--- src/rtl/mdu_pkg.sv ---
// Shared constants and state encoding for the iterative multiply/divide unit.
package mdu_pkg;
   localparam int DATA_W = 32;
   localparam int ITERS  = 32;

   localparam logic [1:0] ST_IDLE = 2'd0;
   localparam logic [1:0] ST_MULT = 2'd1;
   localparam logic [1:0] ST_DIV  = 2'd2;
   localparam logic [1:0] ST_DONE = 2'd3;

   typedef enum logic [1:0] {
      IDLE = ST_IDLE,
      MULT = ST_MULT,
      DIV  = ST_DIV,
      DONE = ST_DONE
   } state_t;
endpackage

--- src/rtl/mdu_div_step.sv ---
// One restoring-division step on magnitudes: shift in the next dividend bit, subtract if it fits.
module mdu_div_step
   import mdu_pkg::*;
(
   input  logic [DATA_W:0]   r,
   input  logic [DATA_W-1:0] qd,
   input  logic [DATA_W-1:0] d,
   output logic [DATA_W:0]   r_nxt,
   output logic [DATA_W-1:0] qd_nxt
);
   logic [DATA_W:0] r_sh;

   always_comb begin
      r_sh   = {r[DATA_W-1:0], qd[DATA_W-1]};
      r_nxt  = r_sh;
      qd_nxt = {qd[DATA_W-2:0], 1'b0};
      if (r_sh >= {1'b0, d}) begin
         r_nxt     = r_sh - {1'b0, d};
         qd_nxt[0] = 1'b1;
      end
   end
endmodule

--- src/rtl/mult_div_unit.sv ---
// Iterative signed multiply (Booth radix-2) / divide (restoring) unit, one step per cycle.
//   state | meaning
//   IDLE  | waiting for mult_start / div_start
//   MULT  | Booth steps, 32 cycles
//   DIV   | restoring steps on magnitudes, 32 cycles
//   DONE  | hi/lo valid, matching done pulse for one cycle
module mult_div_unit
   import mdu_pkg::*;
(
   input  logic              clk,
   input  logic              reset,
   input  logic              mult_start,
   input  logic              div_start,
   input  logic [DATA_W-1:0] op_a,
   input  logic [DATA_W-1:0] op_b,
   output logic              mult_done,
   output logic              div_done,
   output logic [DATA_W-1:0] hi,
   output logic [DATA_W-1:0] lo,
   output logic              busy,
   output logic              div_by_zero
);
   state_t state, state_nxt;

   logic [5:0]        cnt;
   logic [DATA_W:0]   acc;
   logic [DATA_W:0]   m_reg;
   logic [DATA_W-1:0] q_reg;
   logic              q_m1;
   logic              op_div;
   logic              sign_q;
   logic              sign_r;
   logic              dbz;
   logic              last_step;

   logic [DATA_W:0]       booth_sum;
   logic [2*DATA_W+1:0]   booth_sh;
   logic [DATA_W:0]       div_r;
   logic [DATA_W-1:0]     div_qd;
   logic [DATA_W-1:0]     abs_a, abs_b, quot, remd;

   assign last_step = (cnt == 6'd0);

   // Magnitude of 0x80000000 is itself when read unsigned, so no special case is needed.
   assign abs_a = op_a[DATA_W-1] ? (~op_a + 1'b1) : op_a;
   assign abs_b = op_b[DATA_W-1] ? (~op_b + 1'b1) : op_b;
   assign quot  = sign_q ? (~div_qd + 1'b1) : div_qd;
   assign remd  = sign_r ? (~div_r[DATA_W-1:0] + 1'b1) : div_r[DATA_W-1:0];

   always_comb begin
      booth_sum = acc;
      case ({q_reg[0], q_m1})
         2'b01:   booth_sum = acc + m_reg;
         2'b10:   booth_sum = acc - m_reg;
         default: booth_sum = acc;
      endcase
      booth_sh = {booth_sum[DATA_W], booth_sum, q_reg};
   end

   mdu_div_step u_div_step (
      .r      (acc),
      .qd     (q_reg),
      .d      (m_reg[DATA_W-1:0]),
      .r_nxt  (div_r),
      .qd_nxt (div_qd)
   );

   always_ff @(posedge clk) begin
      if (reset) state <= IDLE;
      else       state <= state_nxt;
   end

   always_comb begin
      state_nxt = state;
      case (state)
         IDLE: begin
            if (mult_start)     state_nxt = MULT;
            else if (div_start) state_nxt = (op_b != '0) ? DIV : DONE;
         end
         MULT:    if (last_step) state_nxt = DONE;
         DIV:     if (last_step) state_nxt = DONE;
         DONE:    state_nxt = IDLE;
         default: state_nxt = IDLE;
      endcase
   end

   always_ff @(posedge clk) begin
      if (reset) begin
         cnt    <= '0;
         acc    <= '0;
         m_reg  <= '0;
         q_reg  <= '0;
         q_m1   <= 1'b0;
         op_div <= 1'b0;
         sign_q <= 1'b0;
         sign_r <= 1'b0;
         dbz    <= 1'b0;
         hi     <= '0;
         lo     <= '0;
      end else begin
         case (state)
            IDLE: begin
               if (mult_start) begin
                  acc    <= '0;
                  q_reg  <= op_b;
                  q_m1   <= 1'b0;
                  m_reg  <= {op_a[DATA_W-1], op_a};
                  cnt    <= 6'(ITERS - 1);
                  op_div <= 1'b0;
                  dbz    <= 1'b0;
               end else if (div_start) begin
                  op_div <= 1'b1;
                  if (op_b == '0) begin
                     hi  <= op_a;
                     lo  <= '1;
                     dbz <= 1'b1;
                  end else begin
                     acc    <= '0;
                     q_reg  <= abs_a;
                     m_reg  <= {1'b0, abs_b};
                     sign_q <= op_a[DATA_W-1] ^ op_b[DATA_W-1];
                     sign_r <= op_a[DATA_W-1];
                     cnt    <= 6'(ITERS - 1);
                     dbz    <= 1'b0;
                  end
               end
            end
            MULT: begin
               acc   <= booth_sh[2*DATA_W+1:DATA_W+1];
               q_reg <= booth_sh[DATA_W:1];
               q_m1  <= booth_sh[0];
               if (last_step) begin
                  hi <= booth_sh[2*DATA_W:DATA_W+1];
                  lo <= booth_sh[DATA_W:1];
               end else begin
                  cnt <= cnt - 6'd1;
               end
            end
            DIV: begin
               acc   <= div_r;
               q_reg <= div_qd;
               if (last_step) begin
                  hi <= remd;
                  lo <= quot;
               end else begin
                  cnt <= cnt - 6'd1;
               end
            end
            DONE:    dbz <= 1'b0;
            default: ;
         endcase
      end
   end

   assign busy        = (state != IDLE);
   assign mult_done   = (state == DONE) && !op_div;
   assign div_done    = (state == DONE) && op_div;
   assign div_by_zero = (state == DONE) && dbz;
endmodule

--- config.mk ---
export PLATFORM = sky130hd
export DESIGN_NAME = mult_div_unit
export DESIGN_NICKNAME = d
export VERILOG_FILES = /design/src/rtl/mdu_pkg.sv /design/src/rtl/mdu_div_step.sv /design/src/rtl/mult_div_unit.sv
export SDC_FILE = /design/constraint.sdc
export NUM_CORES = 1
export LEC_CHECK = 0
export CORE_MARGIN = 2
export CORE_UTILIZATION = 30
export DETAILED_ROUTE_END_ITERATION = 8
export GPL_ROUTABILITY_DRIVEN = 0
export PLACE_DENSITY_LB_ADDON = 0.15
export SLEW_MARGIN = 20
export SYNTH_ARGS = -nofsm -noshare
export SYNTH_HDL_FRONTEND = slang
export SYNTH_SLANG_ARGS = --single-unit
export TNS_END_PERCENT = 30
--- constraint.sdc ---
create_clock -name clk -period 8.7 [get_ports clk]
set_input_delay 1.74 -clock clk [delete_from_list [all_inputs] [get_ports clk]]
set_output_delay 1.74 -clock clk [all_outputs]
set_load 0.02 [all_outputs]
==> results of run 1 <==
cell families after synthesis:
| kind of cell | count (synthesis) | share of synthesized area [%] |
|---|---|---|
| flops | 175 | 20.6 |
| mux | 58 | 3.76 |
| xor+xnor | 168 | 8.66 |
| simple gates | 882 | 24.4 |
| buf+inv | 245 | 5.85 |
| fa+ha+maj | 78 | 5.83 |
| compound gates | 807 | 30.8 |
critical path, cell delays in order:
cell	delay, ps
clkdlybuf4s50_1	530
or4_1	640
nor4_1	450
nor4b_1	650
a31oi_1	240
o21ai_4	160
buf_4	580
and2_2	760
buf_4	450
a221oi_1	210
a21oi_1	200
nor2_1	50
Yosys cell counts, types with 18 or more instances:
library cell	n	area, µm²
o31ai_1	38	285
clkbuf_1	134	503
o41ai_1	20	175
nand2b_1	18	113
a31oi_1	34	213
nor4_1	24	150
a21oi_1	231	1160
nand3_1	53	265
nand2_1	288	1080
xnor2_1	103	902
o21ai_0	184	921
a221oi_1	22	193
dfxtp_1	175	3500
buf_1	18	67.6
nor3_1	55	275
mux2i_1	41	410
xor2_1	65	569
or4_1	25	188
o211ai_1	32	240
ha_1	76	951
inv_1	68	255
a211oi_1	43	323
or3_1	41	257
a21o_1	31	233
nor2_1	259	972
layout make-up:
| type | count | area (µm²) |
|---|---|---|
| tap | 756 | 946 |
| inverter | 70 | 263 |
| sequential | 175 | 3500 |
| clock buffer | 17 | 425 |
| timing repair buffer | 163 | 1570 |
| fill | 6166 | 36800 |
| multi-input combinational | 1993 | 12500 |
| clock inverter | 15 | 158 |
power by group through the flow:
stage	Combinational, W	Sequential (W)	Clock (W)
floorplan	0.00316	0.00130	0
global placement	0.00474	0.00131	0
detailed placement	0.00474	0.00131	0
global route	0.00523	0.00133	0.000854
CTS	0.00477	0.00130	0.000829
finish	0.00483	0.00130	0.000806
metal layers:
metal | vias up | GRT usage [%] | share of wire [%] | wire (µm)
met5 | - | 0 | 0 | 0
met2 | 635 | 40.5 | 46 | 34100
li1 | 8855 | - | - | -
met1 | 9010 | 33.1 | 45 | 33100
met4 | 0 | 10.3 | 4.0 | 2950
met3 | 118 | 2.70 | 5.2 | 3850
stage by stage:
step | total power [W] | hold WS, ps
6_report | 0.00694 | 455
5_1_grt | 0.00741 | 475
4_1_cts | 0.00689 | 458
3_5_place_dp | 0.00606 | 443
3_3_place_gp | 0.00605 | 443
2_1_floorplan | 0.00446 | 444
worst max-delay path by stage:
stage / slack [ps] / cells past startpoint / to / from
after floorplan: 3100 / 25 / hi[26]$_SDFFE_PP0P_ / m_reg[16]$_SDFFE_PP0P_
after global placement: 1870 / 12 / q_reg[31]$_SDFFE_PP0P_ / op_b[15]
after detailed placement: 1850 / 12 / q_reg[31]$_SDFFE_PP0P_ / op_b[15]
after CTS: 2340 / 12 / q_reg[31]$_SDFFE_PP0P_ / op_b[15]
after global routing: 2000 / 20 / hi[24]$_SDFFE_PP0P_ / m_reg[17]$_SDFFE_PP0P_
final: 2320 / 12 / q_reg[31]$_SDFFE_PP0P_ / op_b[15]
==> impl_metrics.ini, run 1 <==
[yosys]
syn_nets = 2559
ys_warn_count = 0
ys.flop_type = dfxtp_1
synth_edf_count = 0
synth.avg_cell_area_um2 = 7.04
synth_cell_types = 89
synth.yosys.seq_area_share_pct = 20.6
syn-instance-count = 2413
ys_async_sr_fraction_pct = 0
netlist_area_um2 = 17000
ys_ff_latch = 175

[sta]
fin_worst_skew_ps = 13.0
hold_viol = 0
fin_setup_tns_ps = 0
rsz0062_at_grt = false
slew_headroom_pct = 19.7
setup_slack_ps = 2320
finalCritPeriodShare_pct = 73.3
fin_crit_ps = 6380
slew_violations = 0
max_freq_ghz = 0.157
setup_viol = 0
worst_slew_pin_slew_ps = 1200

[worst_setup_path]
worst-setup-path-type = input pin to flip-flop
startpoint_type = input pin
ff2ff_setup_slack_ps = 2330
rr_worst_depth = 16
r2r-start = q_reg[0]$_SDFFE_PP0P_
crit_required_ps = 9030
crit_fanout = 56
worstReg2RegEnd = hi[31]$_SDFFE_PP0P_
cp_data_arrival_time_ps = 6700
endpoint_kind = flip-flop

[die]
die-height_um = 242
io_pins = 136
die_area_um2 = 58500
fp-row-count = 87
core_area_um2 = 56200
die_w_um = 242
initial_utilization_pct = 30.2

[layout]
final_cell_mix = nand2_1, nor2_1, a21oi_1, o21ai_0, dfxtp_1
final_cells = 3189
finalCoreUtilization_pct = 34.5
area_delta_synth_final_pct = 14.2
diodes = 0
drive_gt1_share_pct = 5.14
layout.nets = 2566
layout_commonest_cell = nand2_1
design_area_um2 = 19400

[clocking]
ctsHoldBuffers = 0
tritoncts = built
ctsRootBufferMaster = clkbuf_16
post_cts_buffers = 0
numCtsBuffers = 17
ctsLongestPathBuffers = 2
cts_resized = 0
ctsHtreeMaxLevel = 4
clock_sinks = 175
clk_pin_slew_ps = 80
insertion_delay_ps = 470

[worst_hold_path]
holdPathStages = 2
min_path_type = flip-flop to flip-flop
min_from = hi[2]$_SDFFE_PP0P_
min_to = hi[2]$_SDFFE_PP0P_

[route]
drc = 0
routed_wl_um = 74000
drt_iter0_markers = 1444
ant_nets = 0
routedWlPerCell_um = 23.2
first_pass_iters = 5
vias = 18600
vias_per_cell = 5.84

[global_routing]
antenna_found_initial = 0
track_usage_pct = 24.8
grt_pass1_vias = 18300
gr-total-overflow = 0
grt_max_degree = 153
grt_pass1_wl_um = 114000

[power_and_ir_drop]
clkPwrFrac_pct = 11.6
p_leak_nw = 6.98
powerDensity_nw_per_um2 = 357
switchingPower_w = 0.00388
seqPwrFrac_pct = 18.8
peakVddDrop_mv = 0.253
p_int_w = 0.00305
p_sw_share_pct = 56.0
power_frac_comb_pct = 69.6

[status]
status = finished clean

[placed_design]
postPlaceCellArea_um2 = 18800
dp_worst_setup_slack_ps = 1850
io_buffers = 135
dp.cells = 3157
dp_hpwl_um = 54600

[job]
max_cap_violations = 0
Note: power is estimated with default switching activity, not from simulation.
==> run 2, diff against run 1 <==
- clock period: 8.7 -> 5.2 ns (I/O delays scaled with it)
==> run 2 against run 1 <==
  * Register-to-register slack worse by 2100 ps
  * Final cell count is 5.0% higher
  * Hold slack worse by 5.9 ps
==> impl_metrics.ini, run 2 (synthesized netlist as in run 1, its figures left out) <==
[die]
initial_utilization_pct = 30.2
fp-row-count = 87
die_area_um2 = 58500
die_w_um = 242
io_pins = 136
core_area_um2 = 56200
die-height_um = 242

[placed_design]
dp.cells = 3311
postPlaceCellArea_um2 = 20100
io_buffers = 135
dp_hpwl_um = 57700

[route]
ant_nets = 0
drt_iter0_markers = 1925
first_pass_iters = 8
vias_per_cell = 5.79
routedWlPerCell_um = 22.6
routed_wl_um = 75800
drc = 0
vias = 19400

[worst_setup_path]
ff2ff_setup_slack_ps = 250
worstReg2RegEnd = hi[23]$_SDFFE_PP0P_
startpoint_type = flip-flop
rr_worst_depth = 16
r2r-start = q_reg[31]$_SDFFE_PP0P_
worst-setup-path-type = flip-flop to flip-flop
cp-endpoint = hi[23]$_SDFFE_PP0P_
cp-startpoint = q_reg[31]$_SDFFE_PP0P_
endpoint_kind = flip-flop
crit_fanout = 6
cp_data_arrival_time_ps = 5310
crit_required_ps = 5550

[clocking]
clk_pin_slew_ps = 70
ctsLongestPathBuffers = 2
insertion_delay_ps = 480
ctsRootBufferMaster = clkbuf_16
numCtsBuffers = 17
clock_sinks = 175
ctsHtreeMaxLevel = 4
tritoncts = built
ctsHoldBuffers = 0

[global_routing]
grt_max_degree = 103
track_usage_pct = 25.1
grt_pass1_wl_um = 115000
grt_pass1_vias = 18200
gr-total-overflow = 0
antenna_found_initial = 0

[sta]
slew_headroom_pct = 29.8
slew_violations = 0
max_freq_ghz = 0.202
setup_viol = 0
fin_worst_skew_ps = 11.4
whs_ps = 449
hold_viol = 0
finalCritPeriodShare_pct = 95.2
fin_crit_ps = 4950
worst_slew_pin_slew_ps = 1050

[job]
max_cap_violations = 0

[layout]
final_cells = 3350
diodes = 0
multi_input_area_um2 = 12700
design_area_um2 = 20900
fillers = 5974
final_cell_mix = nand2_1, nor2_1, a21oi_1, buf_4, o21ai_0
layout.nets = 2728
seq_area_um2 = 3500
drive_gt1_share_pct = 11.7
layout_commonest_cell = nand2_1
area_delta_synth_final_pct = 22.9

[power_and_ir_drop]
powerDensity_nw_per_um2 = 601
peakVddDrop_mv = 0.310
p_leak_nw = 7.87

[status]
status = finished clean

[worst_hold_path]
min_path_type = flip-flop to flip-flop
-- run 2: changes by cell type in the layout (fill, tap and decap cells not counted), sizes merged --
cell / previous run / this run
clkbuf: 17 / 21
bufinv: 1 / 3
clkdlybuf4s50: 133 / 132
clkinvlp: 3 / 1
buf: 30 / 193
inv: 74 / 69
-- run 2: worst min-delay path by stage --
stage | endpoint | slack, ps | cells after the start | start
6_report | hi[29]$_SDFFE_PP0P_ | 450 | 2 | hi[29]$_SDFFE_PP0P_
5_1_grt | hi[29]$_SDFFE_PP0P_ | 460 | 2 | hi[29]$_SDFFE_PP0P_
4_1_cts | hi[29]$_SDFFE_PP0P_ | 460 | 2 | hi[29]$_SDFFE_PP0P_
3_5_place_dp | hi[29]$_SDFFE_PP0P_ | 450 | 2 | hi[29]$_SDFFE_PP0P_
3_3_place_gp | hi[2]$_SDFFE_PP0P_ | 440 | 2 | hi[2]$_SDFFE_PP0P_
2_1_floorplan | cnt[0]$_SDFFE_PP0P_ | 440 | 1 | cnt[0]$_SDFFE_PP0P_
-- run 2: report_power, final --
part / internal [W] / leakage [nW] / total (W) / switching (W)
Clock: 0.000791 / 0.299 / 0.00142 / 0.000628
Sequential: 0.00171 / 1.43 / 0.00212 / 0.000411
Combinational: 0.00335 / 6.14 / 0.00900 / 0.00565
-- run 2: layer usage --
layer	global-route usage (%)	part of all wire, %
met3	3.22	6.4
met2	40.0	45
met4	8.86	3.1
met1	34.8	45
met5	0	0
-- run 2: timing repair --
| action | in CTS | in global routing |
|---|---|---|
| buffers inserted | 0 | 8 |
| pin swaps | 0 | 8 |
| gates cloned | 0 | 0 |
| setup endpoints to repair | 4 | 17 |
| resized for setup | 2 | 25 |
| hold endpoints to repair | 0 | 0 |
-- run 2: stage by stage --
step                      setup slack (ps)  utilization (%)  total power [W]  TNS, ps
final                                  247             37.2           0.0125        0
after floorplan                       10.5                -          0.00749        0
after CTS                             45.1             36.8           0.0123        0
after global placement                14.0             35.7           0.0108        0
after detailed placement              -103             35.7           0.0108     -197
after global routing                 -50.1             37.2           0.0133     -132
-- run 2: worst max-delay path, stage by stage (launching register included) --
cell and delay, ps:
dfxtp_1 350, inv_1 130, ha_1 180, inv_1 50, fa_1 440, a211oi_4 400, o21ai_1 240, a41oi_1 350
xor2_1 320, o211ai_1 240, or4_4 640, o21a_4 250, o41ai_1 400, xnor2_1 100, a211oi_1 490, buf_4 200
nor4_1 40
-- run 2: layout make-up --
class	count	share of cell area [%]
multi-input cells	1993	60.9
flip-flops and latches	175	16.8
repair buffers	325	13.6
well taps	756	4.53
clock buffers	21	2.25
inverters	70	1.26
clock inverters	10	0.647
